[src/rtl/jk_pkg.sv]
// Shared types and the JK excitation table used by jk_excitation_driver.
// Kept in a package so the bench and any checkers decode state the same way.
package jk_pkg;

   typedef enum logic [1:0] {
      IDLE  = 2'd0,
      APPLY = 2'd1,
      CHECK = 2'd2
   } jk_state_t;

   // Returns {j, k} that moves one flip-flop from q to t on the next edge.
   function automatic logic [1:0] jk_excite(input logic q, input logic t, input logic use_toggle);
      logic [1:0] jk;
      if (q == t)
         jk = 2'b00;
      else if (use_toggle)
         jk = 2'b11;
      else if (t)
         jk = 2'b10;
      else
         jk = 2'b01;
      return jk;
   endfunction

endpackage

[src/rtl/jk_excitation_driver.sv]
// Drives a bank of external JK flip-flops to a requested state, then watches q_fb
// until it matches (done) or the CHECK window expires (err).
module jk_excitation_driver
   import jk_pkg::*;
#(
   parameter int WIDTH      = 4,
   parameter int TIMEOUT    = 4,
   parameter bit USE_TOGGLE = 1'b0
) (
   input  logic             clk,
   input  logic             reset,
   input  logic             tgt_valid,
   input  logic [WIDTH-1:0] tgt_data,
   output logic             tgt_ready,
   input  logic [WIDTH-1:0] q_fb,
   output logic [WIDTH-1:0] j,
   output logic [WIDTH-1:0] k,
   output logic             busy,
   output logic             done,
   output logic             err,
   output logic [WIDTH-1:0] err_mask,
   output jk_state_t        dbg_state
);

   localparam int CW = $clog2(TIMEOUT) + 1;
   localparam logic [CW-1:0] CNT_LAST = CW'(TIMEOUT - 1);

   jk_state_t        state, state_nxt;
   logic [WIDTH-1:0] tgt_reg, tgt_nxt;
   logic [WIDTH-1:0] j_nxt, k_nxt, mask_nxt;
   logic [WIDTH-1:0] j_exc, k_exc;
   logic [CW-1:0]    cnt, cnt_nxt;
   logic             ready_nxt, busy_nxt, done_nxt, err_nxt;

   assign dbg_state = state;

   // Excitation is derived from the live q_fb at the accepting edge, not from a
   // remembered copy, so the bank may have been disturbed while we were idle.
   always_comb begin
      j_exc = '0;
      k_exc = '0;
      for (int i = 0; i < WIDTH; i++) begin
         {j_exc[i], k_exc[i]} = jk_excite(q_fb[i], tgt_data[i], USE_TOGGLE);
      end
   end

   // Handshake: a target transfers on a rising edge where tgt_valid and tgt_ready
   // are both high; tgt_ready is registered and only high while IDLE, and
   // tgt_data is not looked at outside that edge.
   always_comb begin
      state_nxt = state;
      tgt_nxt   = tgt_reg;
      j_nxt     = j;
      k_nxt     = k;
      cnt_nxt   = cnt;
      ready_nxt = tgt_ready;
      busy_nxt  = busy;
      done_nxt  = 1'b0;
      err_nxt   = 1'b0;
      mask_nxt  = err_mask;
      case (state)
         IDLE: begin
            if (tgt_valid && tgt_ready) begin
               tgt_nxt   = tgt_data;
               j_nxt     = j_exc;
               k_nxt     = k_exc;
               ready_nxt = 1'b0;
               busy_nxt  = 1'b1;
               mask_nxt  = '0;
               state_nxt = APPLY;
            end else begin
               ready_nxt = 1'b1;
            end
         end
         APPLY: begin
            j_nxt     = '0;
            k_nxt     = '0;
            cnt_nxt   = '0;
            state_nxt = CHECK;
         end
         CHECK: begin
            if (q_fb == tgt_reg) begin
               done_nxt  = 1'b1;
               busy_nxt  = 1'b0;
               ready_nxt = 1'b1;
               state_nxt = IDLE;
            end else if (cnt == CNT_LAST) begin
               err_nxt   = 1'b1;
               mask_nxt  = q_fb ^ tgt_reg;
               busy_nxt  = 1'b0;
               ready_nxt = 1'b1;
               state_nxt = IDLE;
            end else begin
               cnt_nxt = cnt + 1'b1;
            end
         end
         default: begin
            j_nxt     = '0;
            k_nxt     = '0;
            busy_nxt  = 1'b0;
            state_nxt = IDLE;
         end
      endcase
   end

   always_ff @(posedge clk or negedge reset) begin
      if (!reset) begin
         state     <= IDLE;
         tgt_reg   <= '0;
         j         <= '0;
         k         <= '0;
         cnt       <= '0;
         tgt_ready <= 1'b0;
         busy      <= 1'b0;
         done      <= 1'b0;
         err       <= 1'b0;
         err_mask  <= '0;
      end else begin
         state     <= state_nxt;
         tgt_reg   <= tgt_nxt;
         j         <= j_nxt;
         k         <= k_nxt;
         cnt       <= cnt_nxt;
         tgt_ready <= ready_nxt;
         busy      <= busy_nxt;
         done      <= done_nxt;
         err       <= err_nxt;
         err_mask  <= mask_nxt;
      end
   end

endmodule

[config.mk]
export PLATFORM = sky130hd
export DESIGN_NAME = jk_excitation_driver
export DESIGN_NICKNAME = d
export VERILOG_FILES = /design/src/rtl/jk_pkg.sv /design/src/rtl/jk_excitation_driver.sv
export SDC_FILE = /design/constraint.sdc
export NUM_CORES = 1
export LEC_CHECK = 0
export CAP_MARGIN = 10
export CORE_MARGIN = 2
export CORE_UTILIZATION = 44
export CTS_BUF_LIST = sky130_fd_sc_hd__clkbuf_8
export CTS_CLUSTER_DIAMETER = 60
export DETAILED_ROUTE_END_ITERATION = 16
export PLACE_DENSITY_LB_ADDON = 0.12
export SETUP_SLACK_MARGIN = 0.4
export SKIP_LAST_GASP = 1
export SYNTH_ARGS = -nofsm -noshare
export SYNTH_HDL_FRONTEND = slang
export SYNTH_SLANG_ARGS = --single-unit
[constraint.sdc]
create_clock -name clk -period 1.51 [get_ports clk]
set_input_delay 0.302 -clock clk [delete_from_list [all_inputs] [get_ports clk]]
set_output_delay 0.302 -clock clk [all_outputs]
set_load 0.01 [all_outputs]
==> summary.md, run 1 <==
| Metric | Value |
|---|---|
| Part of the Yosys area used for sequential elements | 0.5882 |
| Run status | complete, no violations |
| Net count reported at finish | between 150 and 200 |
| Detailed Route Iter0 Violations | 32 |
| Core box area | 2255 sq um |
| Type of element launching the critical path | register |
| Reg2Reg Launch Point | tgt_reg[2]$_DFFE_PN0P_ |
| Unrepaired setup endpoints after global routing | yes |
| Fraction of final layout cells sized beyond drive strength 1 | 0.5120 |
| Final-layout setup total negative slack | 0 ns |
| Critical path data arrival time | approximately 1.6 ns |
| Measured slew at the worst slew-check pin | around 0.32 ns |
| Number of sinks handled by clock tree synthesis | 25 |
| IO buf count | 28 |
| Die Height | 53.17 um |
| Nets in the synthesized netlist | 115 |
| WL/cell | 14.57 um |
| Number of design rule violations left after detail routing | 0 |
| Total overflow reported by the global router | 0 |
| Distinct cell type count of the synthesized netlist | 24 |
| Final core utilization | 0.8036 |
| Insertion delay to the later sink of the worst-skew pair | 0.28 ns |
| Sequential power share | 0.321 |
| Minimum setup slack among reg-to-reg paths | 0.07 ns |
| Post-layout min period | 1.439 ns |
| Footprint of the flip-flops and latches | 628.1 sq um |
| Clock power share | 0.119 |
| Post-Synthesis Cell Area | ~1100 sq um |
| CTS Root Cell | sky130_fd_sc_hd__clkbuf_8 |
| Final WL | about 2.8 mm |
| Post-Syn Instances | between 100 and 150 |
| Maximum number of pins on one net before global-route repair | 26 |
| TritonCTS Buffers | 3 |
| Total of fill cells in the finished design | 138 |
| Fraction of power spent switching nets | 0.3701 |
| Initial core utilization | 0.4717 |
| Clock-pin slew reported for the worst setup and hold paths after clock tree synthesis | 0.09 ns |
| Row count | 17 |
| Die width | 53.17 um |
| Total via count after detailed routing | 1000 |
| First-pass iteration count of the detailed router | 4 |
| Number of slew-limit violations in the final report | 0 |
| Count of final hold-check violations | 0 |
| Number of vias per cell after detailed routing | 5.155 |
| Global-route wire length before repair | 4.278 mm |
| Smallest setup slack after layout | 0.07116 ns |
| Post-Place Worst Slack | -0.3322 ns |
| Worst-path fanout max | 4 |
| Routed Antenna Nets | 0 |
| Period utilization | 0.9529 |
| Type of element capturing the critical path | register |
| Clock buffer depth | 2 |
| Setup violators final | 0 |
| IR Drop Worst-Case VDD | 1206 uV |
| Synthesis-stage register bit count | 25 |
| Most used flip-flop cell after synthesis | sky130_fd_sc_hd__dfrtp_1 |
| Synth Area per Inst | 10.43 sq um |
| Leakage power figure | 0.9037 nW |
| Path type of the worst setup path | register to register |
| Internal power | 2.188 mW |
| Max-cap check violation count | 0 |
| Power share of the combinational group | 0.561 |
| CTS tree | done |
| Maximum level of the CTS H-tree | 1 |
| Multi-input gate area in the final layout | 525.5 sq um |
| Worst rel slew slack | 0.7859 |
| Area delta synth->final | 70.35% |
| Terminus of the critical flop-to-flop path | tgt_ready$_DFFE_PN0P_ |
| Maximum clock rate | 0.6950 GHz |
| I/O pin cnt | 29 |
| Number of antenna violations at the first check in global routing | 0 |
| Net switching power | ~1.3 mW |
| Async set or reset register ratio after synthesis | 1.000 |
| Estimated wirelength of the detail-placed design | 1.622 mm |
| Number of flops mapped to enable cells by yosys | 0 |
| Antenna diode count | 0 |
| Final-layout worst hold slack | 0.3803 ns |
| Depth of the most critical reg-to-reg path | 5 |
| Warning count from the yosys run | 0 |
| Worst Skew | 0.005385 ns |
| Pwr Density | 1918 nW/um^2 |
| Die Outline Area | about 2800 sq um |
| Placed Instances | 168 |
| Overall track demand over capacity in global routing | 0.2166 |
| Worst endpoint required time | 1.69 ns |
| Number of global-route vias before repair | 924 |
| Last weighted congestion value of the routability-driven placer | about 0.77 |
| Fin cells | 194 |
| Type of the most critical hold path | primary input to asynchronous set/reset pin |
==> layer usage <==
layer  GRT usage  vias up  part of all wire
li1            -      481                 -
met1      0.2762      481              0.43
met2      0.3625       31              0.50
met3     0.01695        7             0.045
met4      0.1197        0             0.026
met5           0        -                 0
==> cells in the mapped netlist, types with 2 or more instances <==
master	number	area share
sky130_fd_sc_hd__nand2_1	19	0.067
sky130_fd_sc_hd__dfrtp_1	25	0.59
sky130_fd_sc_hd__mux2i_1	2	0.019
sky130_fd_sc_hd__inv_1	9	0.032
sky130_fd_sc_hd__a32o_1	4	0.038
sky130_fd_sc_hd__o31ai_1	4	0.028
sky130_fd_sc_hd__ha_1	2	0.024
sky130_fd_sc_hd__o21ai_0	9	0.042
sky130_fd_sc_hd__or3_1	2	0.012
sky130_fd_sc_hd__nand3_1	5	0.024
sky130_fd_sc_hd__nor2_1	2	0.0071
sky130_fd_sc_hd__clkbuf_1	3	0.011
sky130_fd_sc_hd__xor2_1	4	0.033
sky130_fd_sc_hd__nor2b_1	2	0.012
==> critical path: stages (launching register included) <==
cell and delay [ns]:
sky130_fd_sc_hd__dfrtp_1 0.42, sky130_fd_sc_hd__xor2_2 0.18, sky130_fd_sc_hd__nor4_4 0.32, sky130_fd_sc_hd__buf_4 0.19
sky130_fd_sc_hd__nor4_1 0.05, sky130_fd_sc_hd__nor3_1 0.20
==> cell usage in the layout (no fill, tap or decap), types with 2 or more instances in the layout <==
cell type	count
sky130_fd_sc_hd__o21ai_2	4
sky130_fd_sc_hd__nand2_2	4
sky130_fd_sc_hd__clkdlybuf4s50_1	5
sky130_fd_sc_hd__or3_4	2
sky130_fd_sc_hd__buf_6	11
sky130_fd_sc_hd__o31ai_4	2
sky130_fd_sc_hd__mux2i_1	2
sky130_fd_sc_hd__nand3_1	5
sky130_fd_sc_hd__buf_2	14
sky130_fd_sc_hd__nor2b_1	2
sky130_fd_sc_hd__o21ai_1	5
sky130_fd_sc_hd__clkbuf_8	3
sky130_fd_sc_hd__buf_4	27
sky130_fd_sc_hd__nand2_1	15
sky130_fd_sc_hd__inv_1	7
sky130_fd_sc_hd__xor2_2	4
sky130_fd_sc_hd__o31ai_2	2
sky130_fd_sc_hd__dfrtp_1	23
sky130_fd_sc_hd__dlygate4sd2_1	5
sky130_fd_sc_hd__a32o_1	4
sky130_fd_sc_hd__dfrtp_2	2
==> how the worst max path moves through the flow <==
stage / startpoint / endpoint / slack [ns] / depth (start not counted)
6_report: tgt_reg[2]$_DFFE_PN0P_ / tgt_ready$_DFFE_PN0P_ / 0.07 / 5
5_1_grt: tgt_reg[1]$_DFFE_PN0P_ / cnt[0]$_DFFE_PN0P_ / 0.05 / 5
4_1_cts: tgt_reg[3]$_DFFE_PN0P_ / err_mask[3]$_DFFE_PN0P_ / 0.06 / 6
3_5_place_dp: q_fb[1] / cnt[0]$_DFFE_PN0P_ / -0.33 / 6
3_3_place_gp: q_fb[1] / cnt[0]$_DFFE_PN0P_ / -0.32 / 6
2_1_floorplan: cnt[0]$_DFFE_PN0P_ / cnt[1]$_DFFE_PN0P_ / -0.04 / 6
==> stage by stage <==
step,total power [mW],instance area (sq um)
3_3_place_gp,2.429,1493
4_1_cts,3.177,1703
2_1_floorplan,1.820,1119
5_1_grt,3.687,1812
6_report,3.474,1812
3_5_place_dp,2.460,1493
==> logic make-up after synthesis <==
| group | after synthesis | share of synthesized area |
|---|---|---|
| compound gates | 20 | 0.1271 |
| buf+inv | 13 | 0.04705 |
| mux | 2 | 0.01882 |
| fa+ha+maj | 2 | 0.02353 |
| flops | 25 | 0.5882 |
| xor+xnor | 4 | 0.03294 |
| simple gates | 36 | 0.1624 |
==> area by class of cell <==
class	count	area share
Multi-Input combinational cell	64	0.2901
Timing Repair Buffer	64	0.2942
Sequential cell	25	0.3467
Tap cell	28	0.01934
Clock inverter	1	0.004144
Clock buffer	3	0.02279
Inverter	9	0.02279
==> what timing repair did <==
item	4_1_cts	5_1_grt
hold buffers	0	0
endpoints found under the setup margin	43	41
pin swaps	9	6
gates cloned	1	0
buffers inserted	15	6
gates resized for setup	100	17
==> power by group through the flow <==
stage / registers [mW] / clock network, mW / logic (mW)
2_1_floorplan: 1.19 / 0 / 0.628
3_3_place_gp: 1.12 / 0 / 1.31
3_5_place_dp: 1.13 / 0 / 1.33
4_1_cts: 1.10 / 0.413 / 1.66
5_1_grt: 1.14 / 0.437 / 2.11
6_report: 1.11 / 0.412 / 1.95
(Power assumes the default switching activity.)
==> run 2: changes to the inputs <==
--- a/config.mk
+++ b/config.mk
@@ -6,13 +6,13 @@
 export NUM_CORES = 1
 export LEC_CHECK = 0
 export CAP_MARGIN = 10
-export CORE_MARGIN = 2
 export CORE_UTILIZATION = 44
 export CTS_BUF_LIST = sky130_fd_sc_hd__clkbuf_8
 export CTS_CLUSTER_DIAMETER = 60
 export DETAILED_ROUTE_END_ITERATION = 16
 export PLACE_DENSITY_LB_ADDON = 0.12
 export SETUP_SLACK_MARGIN = 0.4
+export SKIP_CTS_REPAIR_TIMING = 1
 export SKIP_LAST_GASP = 1
 export SYNTH_ARGS = -nofsm -noshare
 export SYNTH_HDL_FRONTEND = slang
==> run 2 against run 1 <==
Effect of this change: worst setup slack worse by 0.023 ns; clock power down 5.6%; critical endpoint unchanged; total power down 6.6%; worst hold slack worse by 0.0078 ns; critical path type unchanged; highest routed layer unchanged; combinational power down 10%.
==> summary.md, run 2 (same netlist as run 1, synthesis figures left out) <==
| Metric | Value |
|---|---|
| Unrepaired setup endpoints after global routing | yes |
| Type of element capturing the critical path | register |
| Detailed Route Iter0 Violations | 11 (-66%) |
| Row count | 17 (unchanged) |
| Worst Skew | 0.001491 ns (-0.003894 ns) |
| IR Drop Worst-Case VDD | 1266 uV (+5.0%) |
| Global-route wire length before repair | 3.877 mm (-9.4%) |
| Final core utilization | 0.7802 (-0.02331) |
| Number of vias per cell after detailed routing | 5.063 (-1.8%) |
| Worst-path fanout max | 4 (unchanged) |
| Commonest non-fill, non-tap cell in the layout | sky130_fd_sc_hd__buf_4 |
| Placed Instances | 168 (unchanged) |
| Maximum number of pins on one net before global-route repair | 26 (unchanged) |
| Worst endpoint required time | 1.69 ns (about the same) |
| Estimated wirelength of the detail-placed design | 1.654 mm (+2.0%) |
| CTS tree | done |
| Post-layout min period | 1.462 ns (+0.02304 ns) |
| Worst path cell trace | xor2_2 -> nor4_2 -> buf_4 -> nor4_1 -> nor3_1 |
| Total overflow reported by the global router | 0 (unchanged) |
| Total via count after detailed routing | 957 (-4.3%) |
| Fraction of final layout cells sized beyond drive strength 1 | 0.4410 (-0.07105) |
| Worst Hold Depth | 2 |
| Path type of the worst setup path | register to register |
| Critical path data arrival time | 1.64 ns (+0.02 ns) |
| WL/cell | 14.48 um (-0.59%) |
| Overall track demand over capacity in global routing | 0.2050 (-0.01160) |
| Smallest setup slack after layout | 0.04812 ns (-0.02304 ns) |
| Number of global-route vias before repair | 904 (-2.2%) |
| Count of final hold-check violations | 0 (unchanged) |
| Insertion delay to the later sink of the worst-skew pair | 0.27 ns (about the same) |
| Max-cap check violation count | 0 (unchanged) |
| Setup violators final | 0 (unchanged) |
| Maximum clock rate | 0.6841 GHz (-1.6%) |
| Clock-pin slew reported for the worst setup and hold paths after clock tree synthesis | 0.08 ns (about the same) |
| Net count reported at finish | 175 (-2.8%) |
| Type of element launching the critical path | register |
| Run status | complete, no violations |
| Number of design rule violations left after detail routing | 0 (unchanged) |
| Die Outline Area | 2618 sq um (-7.4%) |
| Antenna diode count | 0 (unchanged) |
| IO buf count | 28 (unchanged) |
| Area delta synth->final | 65.41% |
| Routed Antenna Nets | 0 (unchanged) |
| Maximum level of the CTS H-tree | 1 (unchanged) |
| Final WL | 2.737 mm (-3.1%) |
| Most frequent cells in the layout | sky130_fd_sc_hd__buf_4, sky130_fd_sc_hd__dfrtp_1, sky130_fd_sc_hd__clkbuf_2, sky130_fd_sc_hd__nand2_1 |
| Depth of the most critical reg-to-reg path | 5 (unchanged) |
| Number of sinks handled by clock tree synthesis | 25 (unchanged) |
| First-pass iteration count of the detailed router | 4 (unchanged) |
| Post-Place Worst Slack | -0.3542 ns (-0.02200 ns) |
| Number of antenna violations at the first check in global routing | 0 (unchanged) |
| Die width | 51.17 um (-3.8%) |
| Measured slew at the worst slew-check pin | 0.3391 ns (+0.01793 ns) |
| TritonCTS Buffers | 3 (unchanged) |
| Worst rel slew slack | 0.7718 (-0.01404) |
| Last weighted congestion value of the routability-driven placer | 0.7753 (+0.57%) |
| Type of the most critical hold path | primary input to register |
| Fin cells | 189 (-2.6%) |
| Number of slew-limit violations in the final report | 0 (unchanged) |
| Period utilization | 0.9681 (+0.01526) |
| Clock buffer depth | 2 (unchanged) |
| Maximum cell stage delay along the critical path | 0.41 ns (about the same) |
| Die Height | 51.17 um (-3.8%) |
| Logic depth of the worst path, buffers included | 5 (unchanged) |
| I/O pin cnt | 29 (unchanged) |
| Highest-delay cell along the critical path | sky130_fd_sc_hd__dfrtp_1 |
| Initial core utilization | 0.4717 (unchanged) |
| Pwr Density | 1845 nW/um^2 (-3.8%) |
| Minimum setup slack among reg-to-reg paths | 0.05 ns (-0.02 ns) |
| Core box area | 2255 sq um (unchanged) |
| Buffers & Inverters on Critical Path | 1 (unchanged) |
| Leakage power figure | 0.9193 nW (+1.7%) |
| Delay-heaviest family, CP | simple AND/OR/NAND/NOR gates |
| CTS Root Cell | sky130_fd_sc_hd__clkbuf_8 |
run 2: cell types whose count changed in the layout (fill, tap and decap cells not counted), moves of 5 or more:
| cell | before | now |
|---|---|---|
| sky130_fd_sc_hd__clkbuf_2 | 0 | 16 |
| sky130_fd_sc_hd__buf_2 | 14 | 0 |
| sky130_fd_sc_hd__buf_6 | 11 | 3 |
| sky130_fd_sc_hd__dlymetal6s2s_1 | 0 | 7 |
| sky130_fd_sc_hd__dlygate4sd2_1 | 5 | 0 |
run 2: report_power, final:
group,leakage (nW),switching [mW],internal (mW),total (mW)
clock network,0.0269,0.207,0.182,0.389
logic,0.569,0.822,0.924,1.75
registers,0.323,0.176,0.935,1.11
run 2: path summary, 6_finish.rpt:
kind,from,to
worst max-delay path,tgt_reg[3]$_DFFE_PN0P_,tgt_ready$_DFFE_PN0P_
worst min-delay path,q_fb[2],j[2]$_DFFE_PN0P_
worst max register to register,tgt_reg[3]$_DFFE_PN0P_,tgt_ready$_DFFE_PN0P_
worst min register to register,k[1]$_DFFE_PN0P_,k[1]$_DFFE_PN0P_
max in group asynchronous,reset,dbg_state[0]$_DFFE_PN0P_
min in group asynchronous,reset,busy$_DFFE_PN0P_
run 2: cell type report:
class | instances | area [sq um]
Sequential cell | 25 | 628.1
Multi-Input combinational cell | 64 | 515.5
Fill cell | 152 | 495.5
Timing Repair Buffer | 59 | 494.2
Clock buffer | 3 | 41.29
Inverter | 9 | 41.29
Tap cell | 28 | 35.03
Clock inverter | 1 | 3.754
run 2: worst register-to-register path, stage by stage (launching register included):
cell and delay (ns):
sky130_fd_sc_hd__dfrtp_1 0.41, sky130_fd_sc_hd__xor2_2 0.16, sky130_fd_sc_hd__nor4_2 0.36, sky130_fd_sc_hd__buf_4 0.19, sky130_fd_sc_hd__nor4_1 0.05, sky130_fd_sc_hd__nor3_1 0.20
run 2: per-stage QoR:
step | total power, mW | setup TNS, ns | instance area [sq um] | hold WS, ns
2_1_floorplan | 1.820 | -0.08129 | 1119 | 0.006409
3_3_place_gp | 2.431 | -4.689 | 1493 | 0.4637
3_5_place_dp | 2.469 | -5.092 | 1493 | 0.4726
4_1_cts | 2.856 | -0.3414 | 1538 | 0.4033
5_1_grt | 3.453 | -0.1909 | 1759 | 0.3915
6_report | 3.246 | 0 | 1759 | 0.3725
run 2: layer usage:
metal | vias up | GRT usage | part of all wire
li1 | 462 | - | -
met1 | 469 | 0.2558 | 0.43
met2 | 21 | 0.3399 | 0.52
met3 | 5 | 0.02976 | 0.032
met4 | 0 | 0.1111 | 0.020
met5 | - | 0 | 0
